File: config.mk
export PLATFORM = sky130hd
export DESIGN_NAME = vga_fb_arbiter
export DESIGN_NICKNAME = d
export VERILOG_FILES = /design/src/rtl/vga_fb_arbiter.sv
export SDC_FILE = /design/constraint.sdc
export NUM_CORES = 1
export LEC_CHECK = 0
export BUFFER_PORTS_ARGS = -buffer_cell sky130_fd_sc_hd__buf_2
export CORE_MARGIN = 2
export CORE_UTILIZATION = 29
export DETAILED_ROUTE_END_ITERATION = 10
export PLACE_DENSITY = 0.54
export SETUP_SLACK_MARGIN = 0.2
export SYNTH_ARGS = -nofsm -noshare
export SYNTH_HDL_FRONTEND = slang
export SYNTH_SLANG_ARGS = --single-unit
File: constraint.sdc
create_clock -name pclk -period 3.65 [get_ports pclk]
set_clock_uncertainty 0.05 [all_clocks]
set_input_delay 0.1825 -clock pclk [delete_from_list [all_inputs] [get_ports pclk]]
set_output_delay 0.1825 -clock pclk [all_outputs]
set_load 0.02 [all_outputs]
File: src/rtl/vga_fb_arbiter.sv
// Framebuffer RAM scheduler: display fetches own even active-video cycles,
// the remaining cycles drain a small CPU write FIFO or run a full-screen clear.
module vga_fb_arbiter #(
  parameter int FIFO_DEPTH = 4,
  parameter int FB_W       = 320,
  parameter int FB_H       = 240,
  parameter int ADDR_W     = 17
) (
  input  logic              pclk,
  input  logic              reset,
  input  logic [9:0]        h_addr,
  input  logic [9:0]        v_addr,
  input  logic              valid,
  input  logic              cpu_we,
  input  logic [ADDR_W-1:0] cpu_addr,
  input  logic [11:0]       cpu_wdata,
  output logic              cpu_ready,
  output logic              cpu_err,
  input  logic              clear_req,
  input  logic [11:0]       clear_color,
  output logic              clear_busy,
  output logic [ADDR_W-1:0] mem_addr,
  output logic              mem_we,
  output logic [11:0]       mem_wdata,
  input  logic [11:0]       mem_rdata,
  output logic [11:0]       vga_data
);
  localparam int PW = $clog2(FIFO_DEPTH);
  localparam logic [ADDR_W-1:0] NPIX = ADDR_W'(FB_W * FB_H);
  localparam logic [ADDR_W-1:0] LAST = ADDR_W'(FB_W * FB_H - 1);

  typedef enum logic [1:0] {S_IDLE, S_DRAIN, S_CLEAR} state_t;

  state_t            r_state;
  logic [ADDR_W-1:0] r_clr_addr;
  logic [11:0]       r_clr_color;
  logic [ADDR_W-1:0] r_faddr [FIFO_DEPTH];
  logic [11:0]       r_fdata [FIFO_DEPTH];
  logic [PW:0]       r_wptr, r_rptr;
  logic              r_err;
  logic [1:0]        r_vld_pipe;
  logic              r_disp_d1;
  logic [11:0]       r_pix;

  logic              w_empty, w_full, w_disp, w_pop, w_clr_wr;
  logic              w_accept, w_oor, w_push;
  logic [ADDR_W-1:0] w_vrow, w_disp_addr;

  // Extra pointer bit distinguishes full from empty.
  assign w_empty  = (r_wptr == r_rptr);
  assign w_full   = (r_wptr[PW] != r_rptr[PW]) && (r_wptr[PW-1:0] == r_rptr[PW-1:0]);

  assign w_disp   = valid && !h_addr[0];
  assign w_pop    = !w_disp && !w_empty && (r_state == S_IDLE || r_state == S_DRAIN);
  assign w_clr_wr = !w_disp && (r_state == S_CLEAR);

  assign cpu_ready  = !w_full && (r_state == S_IDLE);
  assign w_accept   = cpu_we && cpu_ready;
  assign w_oor      = (cpu_addr >= NPIX);
  assign w_push     = w_accept && !w_oor;
  assign cpu_err    = r_err;
  assign clear_busy = (r_state != S_IDLE);

  // y*320 as shift-add; pixels are doubled so raster coords are halved.
  assign w_vrow      = ADDR_W'(v_addr[9:1]);
  assign w_disp_addr = (w_vrow << 8) + (w_vrow << 6) + ADDR_W'(h_addr[9:1]);

  // RAM port mux: display, then FIFO head, then clear counter.
  always_comb begin
    mem_we    = 1'b0;
    mem_addr  = '0;
    mem_wdata = '0;
    if (w_disp) begin
      mem_addr = w_disp_addr;
    end else if (w_pop) begin
      mem_we    = 1'b1;
      mem_addr  = r_faddr[r_rptr[PW-1:0]];
      mem_wdata = r_fdata[r_rptr[PW-1:0]];
    end else if (w_clr_wr) begin
      mem_we    = 1'b1;
      mem_addr  = r_clr_addr;
      mem_wdata = r_clr_color;
    end
  end

  // Clear sequencer: drain pending CPU writes, then sweep every pixel.
  always_ff @(posedge pclk or negedge reset) begin
    if (!reset) begin
      r_state     <= S_IDLE;
      r_clr_addr  <= '0;
      r_clr_color <= '0;
    end else begin
      case (r_state)
        S_IDLE:  if (clear_req) r_state <= S_DRAIN;
        S_DRAIN: if (w_empty) begin
          r_state     <= S_CLEAR;
          r_clr_addr  <= '0;
          r_clr_color <= clear_color;
        end
        S_CLEAR: if (w_clr_wr) begin
          if (r_clr_addr == LAST) begin
            r_state    <= S_IDLE;
            r_clr_addr <= '0;
          end else begin
            r_clr_addr <= r_clr_addr + 1'b1;
          end
        end
        default: r_state <= S_IDLE;
      endcase
    end
  end

  // FIFO pointers and the out-of-range error pulse.
  always_ff @(posedge pclk or negedge reset) begin
    if (!reset) begin
      r_wptr <= '0;
      r_rptr <= '0;
      r_err  <= 1'b0;
    end else begin
      if (w_push) r_wptr <= r_wptr + 1'b1;
      if (w_pop)  r_rptr <= r_rptr + 1'b1;
      r_err <= w_accept && w_oor;
    end
  end

  // FIFO storage needs no reset; pointers guard it.
  always_ff @(posedge pclk) begin
    if (w_push) begin
      r_faddr[r_wptr[PW-1:0]] <= cpu_addr;
      r_fdata[r_wptr[PW-1:0]] <= cpu_wdata;
    end
  end

  // Display pipe: RAM returns data one cycle late, latch it one more.
  always_ff @(posedge pclk or negedge reset) begin
    if (!reset) begin
      r_vld_pipe <= '0;
      r_disp_d1  <= 1'b0;
      r_pix      <= '0;
    end else begin
      r_vld_pipe <= {r_vld_pipe[0], valid};
      r_disp_d1  <= w_disp;
      if (r_disp_d1) r_pix <= mem_rdata;
    end
  end

  assign vga_data = r_vld_pipe[1] ? r_pix : 12'h000;

endmodule
==> results.ini, run 1 <==
[routing]
via_per_inst = 4.798
vias = 5004
wl_met2_mm = 8.785
met3WireLength_mm = 1.067
wl_per_cell_um = 17.32
wirelength_met1_mm = 8.027
firstDrtPassIters = 6
drt-initial-drc-count = 295
topRoutingLayerUsed = met4
finalWirelength_mm = 18.07
drcViolationCount = 0
ant_nets = 0

[job]
max_cap_violations = 0

[yosys]
synth.largest_area_cell = edfxtp_1
ys_warn_count = 0
ys_types = 56
ys_top_cells_by_count = 116 x edfxtp_1, 53 x dfrtp_1, 29 x mux4_2
ys_ff_latch = 169
synth_cells = 503
synth_top_area_share_pct = 45.40
synthFlopType = edfxtp_1
ys_seq_area_share_pct = 62.69
synth_area_leaders = edfxtp_1 45%, dfrtp_1 17%, mux4_2 8.5%, ha_1 3.8%, mux2_2 3.7%
synth_most_common_cell = edfxtp_1
async_flop_share_pct = 31.36
synth.net_count = 606
synth.avg_cell_area_um2 = 15.25
synth_edf_count = 116
synthesis.area_mm2 = 0.007672

[cts]
cts-root-buf = clkbuf_16
clockBufferDepth = 2
clk_latency_ns = 0.43
clk_pin_slew_ns = 0.07
clkSinkCount = 169
cts_buffers = 17
ctsResizeCount = 0
htreeDepth = 4
cts_tree = yes
post_cts_buffers = 0

[critical_path]
critPathMaxFanout = 16
cp.required_ns = 3.42
cp.arrival_ns = 2.90
worstSetupPathType = reg -> out
cp-end-kind = output pin
cp-start-kind = flip-flop

[final_layout]
final_nets = 796
fin_util_pct = 38.14
drive_above_1_share_pct = 32.72
design_area_mm2 = 0.009910
area_delta_synth_final_pct = 29.16
final_cells = 1043

[floorplan]
core_area_mm2 = 0.02598
start_util_pct = 29.53
fp.dieW_um = 166.7
die_y_um = 166.7
ios = 123
row_count = 59
die_area_mm2 = 0.02777

[placed_design]
gp_congestion = 0.7463
dp_hpwl_mm = 12.54
dpl_cell_area_mm2 = 0.008703
io_buffers = 121
placed_cells = 952

[worst_hold_path]
hp-class = reg -> reg

[timing]
finalSetupTns_ns = 0
final-setup-viol-count = 0
fmax_mhz = 319.0
finalCriticalPeriod_ns = 3.135
worstMarginPinSlew_ns = 0.7901
period_share_pct = 85.89
rsz0062_at_grt = no
hold_viol_final = 0
relSlewSlack_pct = 47.13
slew_viol_final = 0

[global_route]
antenna_found_initial = 2
first_global_vias = 5238
grt_pass1_wl_mm = 28.74
track_usage_pct = 13.33
grt_max_degree = 54
gr-total-overflow = 0

[power]
power.density_mw_per_mm2 = 679.8
irDropWorstVdd_mv = 0.5194
leakagePower_nw = 3.932

[status]
status = finished clean

==> cells in the final DEF (no fill, tap or decap), drive strengths merged, types with 17 or more instances in the layout <==
cell type / synthesis / final
buf: 12 / 136
edfxtp: 116 / 116
dlygate4sd3: 0 / 57
dfrtp: 53 / 53
mux4: 29 / 29
inv: 21 / 28
mux2: 25 / 25
ha: 23 / 23
nor2: 23 / 23
and2: 19 / 19
a21oi: 19 / 19
a22o: 17 / 17
clkbuf: 10 / 17
==> cells by family (layout without fill, tap and decap cells) <==
logic type / after synthesis / in the layout / synth area share [%]
adders and majority gates: 25 / 25 / 4.273
DFF: 169 / 169 / 62.69
other: 0 / 2 / 0
buffers and inverters: 44 / 247 / 2.675
xor gates and xnor gates: 12 / 12 / 1.370
and+or+nand+nor: 103 / 103 / 7.290
muxes: 57 / 57 / 12.57
AOI/OAI and AO/OA: 93 / 93 / 9.133
==> through the flow <==
stage	hold slack, ns	setup slack [ns]	power, mW
2_1_floorplan	-0.1631	1.009	4.175
3_3_place_gp	0.2678	0.8363	4.828
3_5_place_dp	0.2721	0.8180	4.875
4_1_cts	0.3054	0.5290	6.815
5_1_grt	0.3163	0.3083	7.107
6_report	0.3033	0.5151	6.737
==> critical path: stages (launching register included) <==
cell     delay (ns)
dfrtp_1        0.43
xor2_1         0.45
o31a_1         0.42
and2_1         0.48
buf_4          0.34
a22o_1         0.18
buf_2          0.16
==> state kept, by name (all words and copies together), names as in the netlist <==
name / flops
r_clr_addr: 17
r_clr_color: 12
r_rptr: 3
r_fdata: 48
r_disp_d1: 1
r_state: 2
r_vld_pipe: 2
r_faddr: 68
cpu_err: 1
r_wptr: 3
r_pix: 12
==> where the power goes <==
part	total, mW	internal, mW	switching (mW)
clock network	1.88	1.05	0.830
logic	2.44	1.03	1.40
registers	2.42	2.29	0.129
==> final cells by class <==
cell class | instances | area, um2
repair buffers | 193 | 1301
inverters | 22 | 82.58
well taps | 335 | 419.2
clock buffers | 17 | 425.4
multi-input cells | 290 | 2660
fillers | 2450 | 16080
diodes | 2 | 5.005
clock inverters | 15 | 205.2
flip-flops and latches | 169 | 4811
==> final timing paths <==
check / from / to / slack [ns] / depth (start not counted)
max in group asynchronous: reset / r_rptr[0]$_DFFE_PN0P_ / 2.64 / 3
min reg2reg: r_vld_pipe[0]$_DFF_PN0_ / r_vld_pipe[1]$_DFF_PN0_ / 0.30 / 0
max reg2reg: r_wptr[1]$_DFFE_PN0P_ / r_fdata[0][10]$_DFFE_PP_ / 0.93 / 5
max: r_wptr[1]$_DFFE_PN0P_ / mem_wdata[7] / 0.52 / 6
min: r_vld_pipe[0]$_DFF_PN0_ / r_vld_pipe[1]$_DFF_PN0_ / 0.30 / 0
min in group asynchronous: reset / r_pix[7]$_DFFE_PN0P_ / 0.39 / 3
==> what timing repair did <==
action,CTS,global route
setup endpoints to repair,0,0
endpoints found under the hold margin,196,0
hold buffers,57,0
==> layer usage <==
metal  global-route usage, %  vias up
li1                        -     2349
met1                   17.40     2473
met2                   22.04      164
met3                   3.826       18
met4                   3.111        0
met5                       0        -
Note: power is estimated with default switching activity, not from simulation.
==> inputs of run 2 (changes only) <==
Settings changed: ABC_AREA from default to 1, PLACE_DENSITY 0.54 to 0.53.
==> results.ini, run 2 <==
[yosys]
ys_top_cells_by_count = 196 x nand2_1, 116 x edfxtp_1, 87 x inv_1
synthesis.area_mm2 = 0.008170  ; +6.5%
ys_ff_latch = 169  ; unchanged
synth.largest_area_cell = edfxtp_1
ys_seq_area_share_pct = 58.87  ; -3.8 points
synthMuxAreaShare_pct = 1.654  ; -11 points
synth_fa_ha_area_share_pct = 4.012  ; -0.26 points
ys_warn_count = 0  ; unchanged
synth_edf_count = 116  ; unchanged
synth_most_common_cell = nand2_1
synth_cells = 825  ; +64%
ys_types = 42  ; -25%
synth_top_family_by_area = simple AND/OR/NAND/NOR gates
synth_area_leaders = edfxtp_1 43%, dfrtp_1 16%, nand2_1 9.0%, o21ai_0 4.7%, inv_1 4.0%
synth_top_area_share_pct = 42.63  ; -2.8 points
yosys.area_share.simple_pct = 17.06  ; +9.8 points
synth-compound-area-share_pct = 10.92  ; +1.8 points
synthFlopType = edfxtp_1
synth_xor_area_share_pct = 0.9648  ; -0.41 points
synth.net_count = 928  ; +53%
synth.avg_cell_area_um2 = 9.903  ; -35%
async_flop_share_pct = 31.36  ; unchanged

[critical_path]
cp.arrival_ns = 2.68  ; -0.22 ns
cp.required_ns = 3.42  ; about the same
crit_path_cell_trace = inv_2 -> buf_4 -> nand2_1 -> nand3_1 -> nand2_1 -> o21ai_0 -> o21ai_0 -> inv_1 -> buf_2
cp-startpoint = r_rptr[0]$_DFFE_PN0P_
rr_worst_depth = 9  ; +4
critical_path_buf_inv_count = 4  ; +2
slowest_delay_ns = 0.54  ; +0.06 ns
r2r-end = r_fdata[1][4]$_DFFE_PP_
cp-start-kind = flip-flop
cp-end-kind = output pin
cpMaxStageDelayCell = dfrtp_2
r2r-start = r_rptr[0]$_DFFE_PN0P_
critPathTopFamily = buffers and inverters
critPathMaxFanout = 59  ; +43
r2r_slack_ns = 1.23  ; +0.30 ns
worstSetupPathType = reg -> out

[cts]
clk_latency_ns = 0.42  ; about the same
clockBufferDepth = 2  ; unchanged
cts_buffers = 17  ; unchanged
cts-root-buf = clkbuf_16
cts_tree = yes
post_cts_buffers = 0  ; unchanged
htreeDepth = 4  ; unchanged
clk_pin_slew_ns = 0.07  ; about the same
ctsResizeCount = 0  ; unchanged
clkSinkCount = 169  ; unchanged

[placed_design]
io_buffers = 121  ; unchanged
dp_hpwl_mm = 14.47  ; +15%
placed_cells = 1299  ; +36%
gp_congestion = 0.8121  ; +8.8%

[timing]
relSlewSlack_pct = 46.43  ; -0.70 points
rsz0062_at_grt = no
fmax_mhz = 343.0  ; +7.5%
hold_viol_final = 0  ; unchanged
finalSetupTns_ns = 0  ; unchanged
slew_viol_final = 0  ; unchanged
worstMarginPinSlew_ns = 0.8027  ; +0.01261 ns
period_share_pct = 79.87  ; -6.0 points
finalCriticalPeriod_ns = 2.915  ; -0.2198 ns
final-setup-viol-count = 0  ; unchanged

[routing]
ant_nets = 0  ; unchanged
vias = 6272  ; +25%
drcViolationCount = 0  ; unchanged
drt-initial-drc-count = 443  ; +50%
firstDrtPassIters = 4  ; -2
finalWirelength_mm = 21.14  ; +17%
via_per_inst = 4.522  ; -5.7%
wl_per_cell_um = 15.24  ; -12%

[floorplan]
die_y_um = 171.9  ; +3.1%
fp.dieW_um = 171.9  ; +3.1%
start_util_pct = 29.41  ; -0.12 points
row_count = 61  ; +3.4%
die_area_mm2 = 0.02953  ; +6.3%
core_area_mm2 = 0.02778  ; +6.9%
ios = 123  ; unchanged

[power]
irDropWorstVdd_mv = 0.2756  ; -47%
leakagePower_nw = 4.365  ; +11%
power.density_mw_per_mm2 = 446.8  ; -34%

[global_route]
first_global_vias = 6081  ; +16%
grt_pass1_wl_mm = 33.13  ; +15%
antenna_found_initial = 0  ; -2
grt_max_degree = 60  ; +11%
track_usage_pct = 14.74  ; +1.4 points
gr-total-overflow = 0  ; unchanged

[final_layout]
nFillCells = 2838  ; +16%
mostFrequentLayoutCell = nand2_1
area_delta_synth_final_pct = 26.68
drive_above_1_share_pct = 20.02  ; -13 points
antenna_cells = 0  ; -2
largest_reg_flops = 68  ; unchanged
final_cell_mix = 196 x nand2_1, 121 x buf_2, 116 x edfxtp_1
final_nets = 1099  ; +38%
final_cells = 1387  ; +33%

[worst_hold_path]
min_from = cpu_we
holdPathEnd = cpu_err$_DFF_PN0_
holdPathStages = 3  ; +3
hp-class = in -> reg

[status]
status = finished clean

[job]
max_cap_violations = 0  ; unchanged

run 2: changes by cell type in the layout (fill, tap and decap cells not counted), sizes merged, moves of 16 or more:
cell,previous run,this run
a22o,17,1
and2,19,0
inv,28,101
mux4,29,0
nand2,16,199
nand3,12,32
nor2,23,73
o21ai,13,83
o22ai,0,16
run 2: area by class of cell:
type                       instances  area, um2  share of cell area [%]
tap                              378      473.0                   4.570
clock inverter                    15      190.2                   1.838
sequential                       169       4811                   46.48
multi-input combinational        527       2840                   27.44
timing repair buffer             188       1261                   12.19
inverter                          93      349.1                   3.373
clock buffer                      17      425.4                   4.110
run 2: worst reg2reg max path, cell delays in order, from the launching register on:
cell and delay, ns:
dfrtp_2 0.59, inv_2 0.07, nand2_1 0.07, nand2_1 0.10
nand4_1 0.15, nand2_1 0.06, inv_1 0.07, nand3_1 0.26
nor2_2 0.44, buf_12 0.25
run 2: worst max-delay path by stage:
stage / cells after the start / end
2_1_floorplan: 8 / r_faddr[0][0]$_DFFE_PP_
3_3_place_gp: 9 / mem_addr[11]
3_5_place_dp: 9 / mem_addr[11]
4_1_cts: 9 / mem_addr[12]
5_1_grt: 9 / mem_addr[12]
6_report: 9 / mem_addr[12]
run 2: kinds of logic (layout without fill, tap and decap cells):
group                    after synthesis  count (layout)
XOR/XNOR                               9               9
multiplexers                          12              12
AO/OA/AOI/OAI                        154             154
flip-flops                           169             169
buffers and inverters                129             313
AND/OR/NAND/NOR                      327             327
adder cells (fa/ha/maj)               25              25
run 2: where the power goes:
group,total (mW),internal (mW),switching [mW]
registers,2.18,2.10,0.0784
clock network,1.84,0.937,0.903
logic,0.602,0.251,0.351
total,4.62,3.29,1.33
run 2: layer usage:
layer  routed length, um  vias to the layer above  part of all wire, %  track usage [%]
li1                    -                     3154                    -                -
met1                9826                     2952                   46            19.85
met2               10000                      135                   47            24.08
met3                 866                       31                  4.1            2.632
met4                 444                        0                  2.1            4.859
met5                   0                        -                    0                0
run 2: metrics by stage:
step | setup slack [ns] | hold slack [ns] | power, mW | cell area [um2] | utilization (%)
4_1_cts | 0.7052 | 0.01690 | 4.676 | 10350 | 37.25
2_1_floorplan | 0.7287 | -0.1631 | 2.555 | 8170 | -
3_5_place_dp | 1.074 | 0.1842 | 2.781 | 9174 | 33.02
6_report | 0.7349 | 0.02913 | 4.624 | 10350 | 37.25
5_1_grt | 0.6252 | 0.02045 | 4.826 | 10350 | 37.25
3_3_place_gp | 1.029 | 0.1831 | 2.775 | 9174 | 33.02
run 2: what timing repair did:
item,4_1_cts,5_1_grt
hold endpoints to repair,167,0
setup endpoints to repair,0,0
hold buffers,56,0
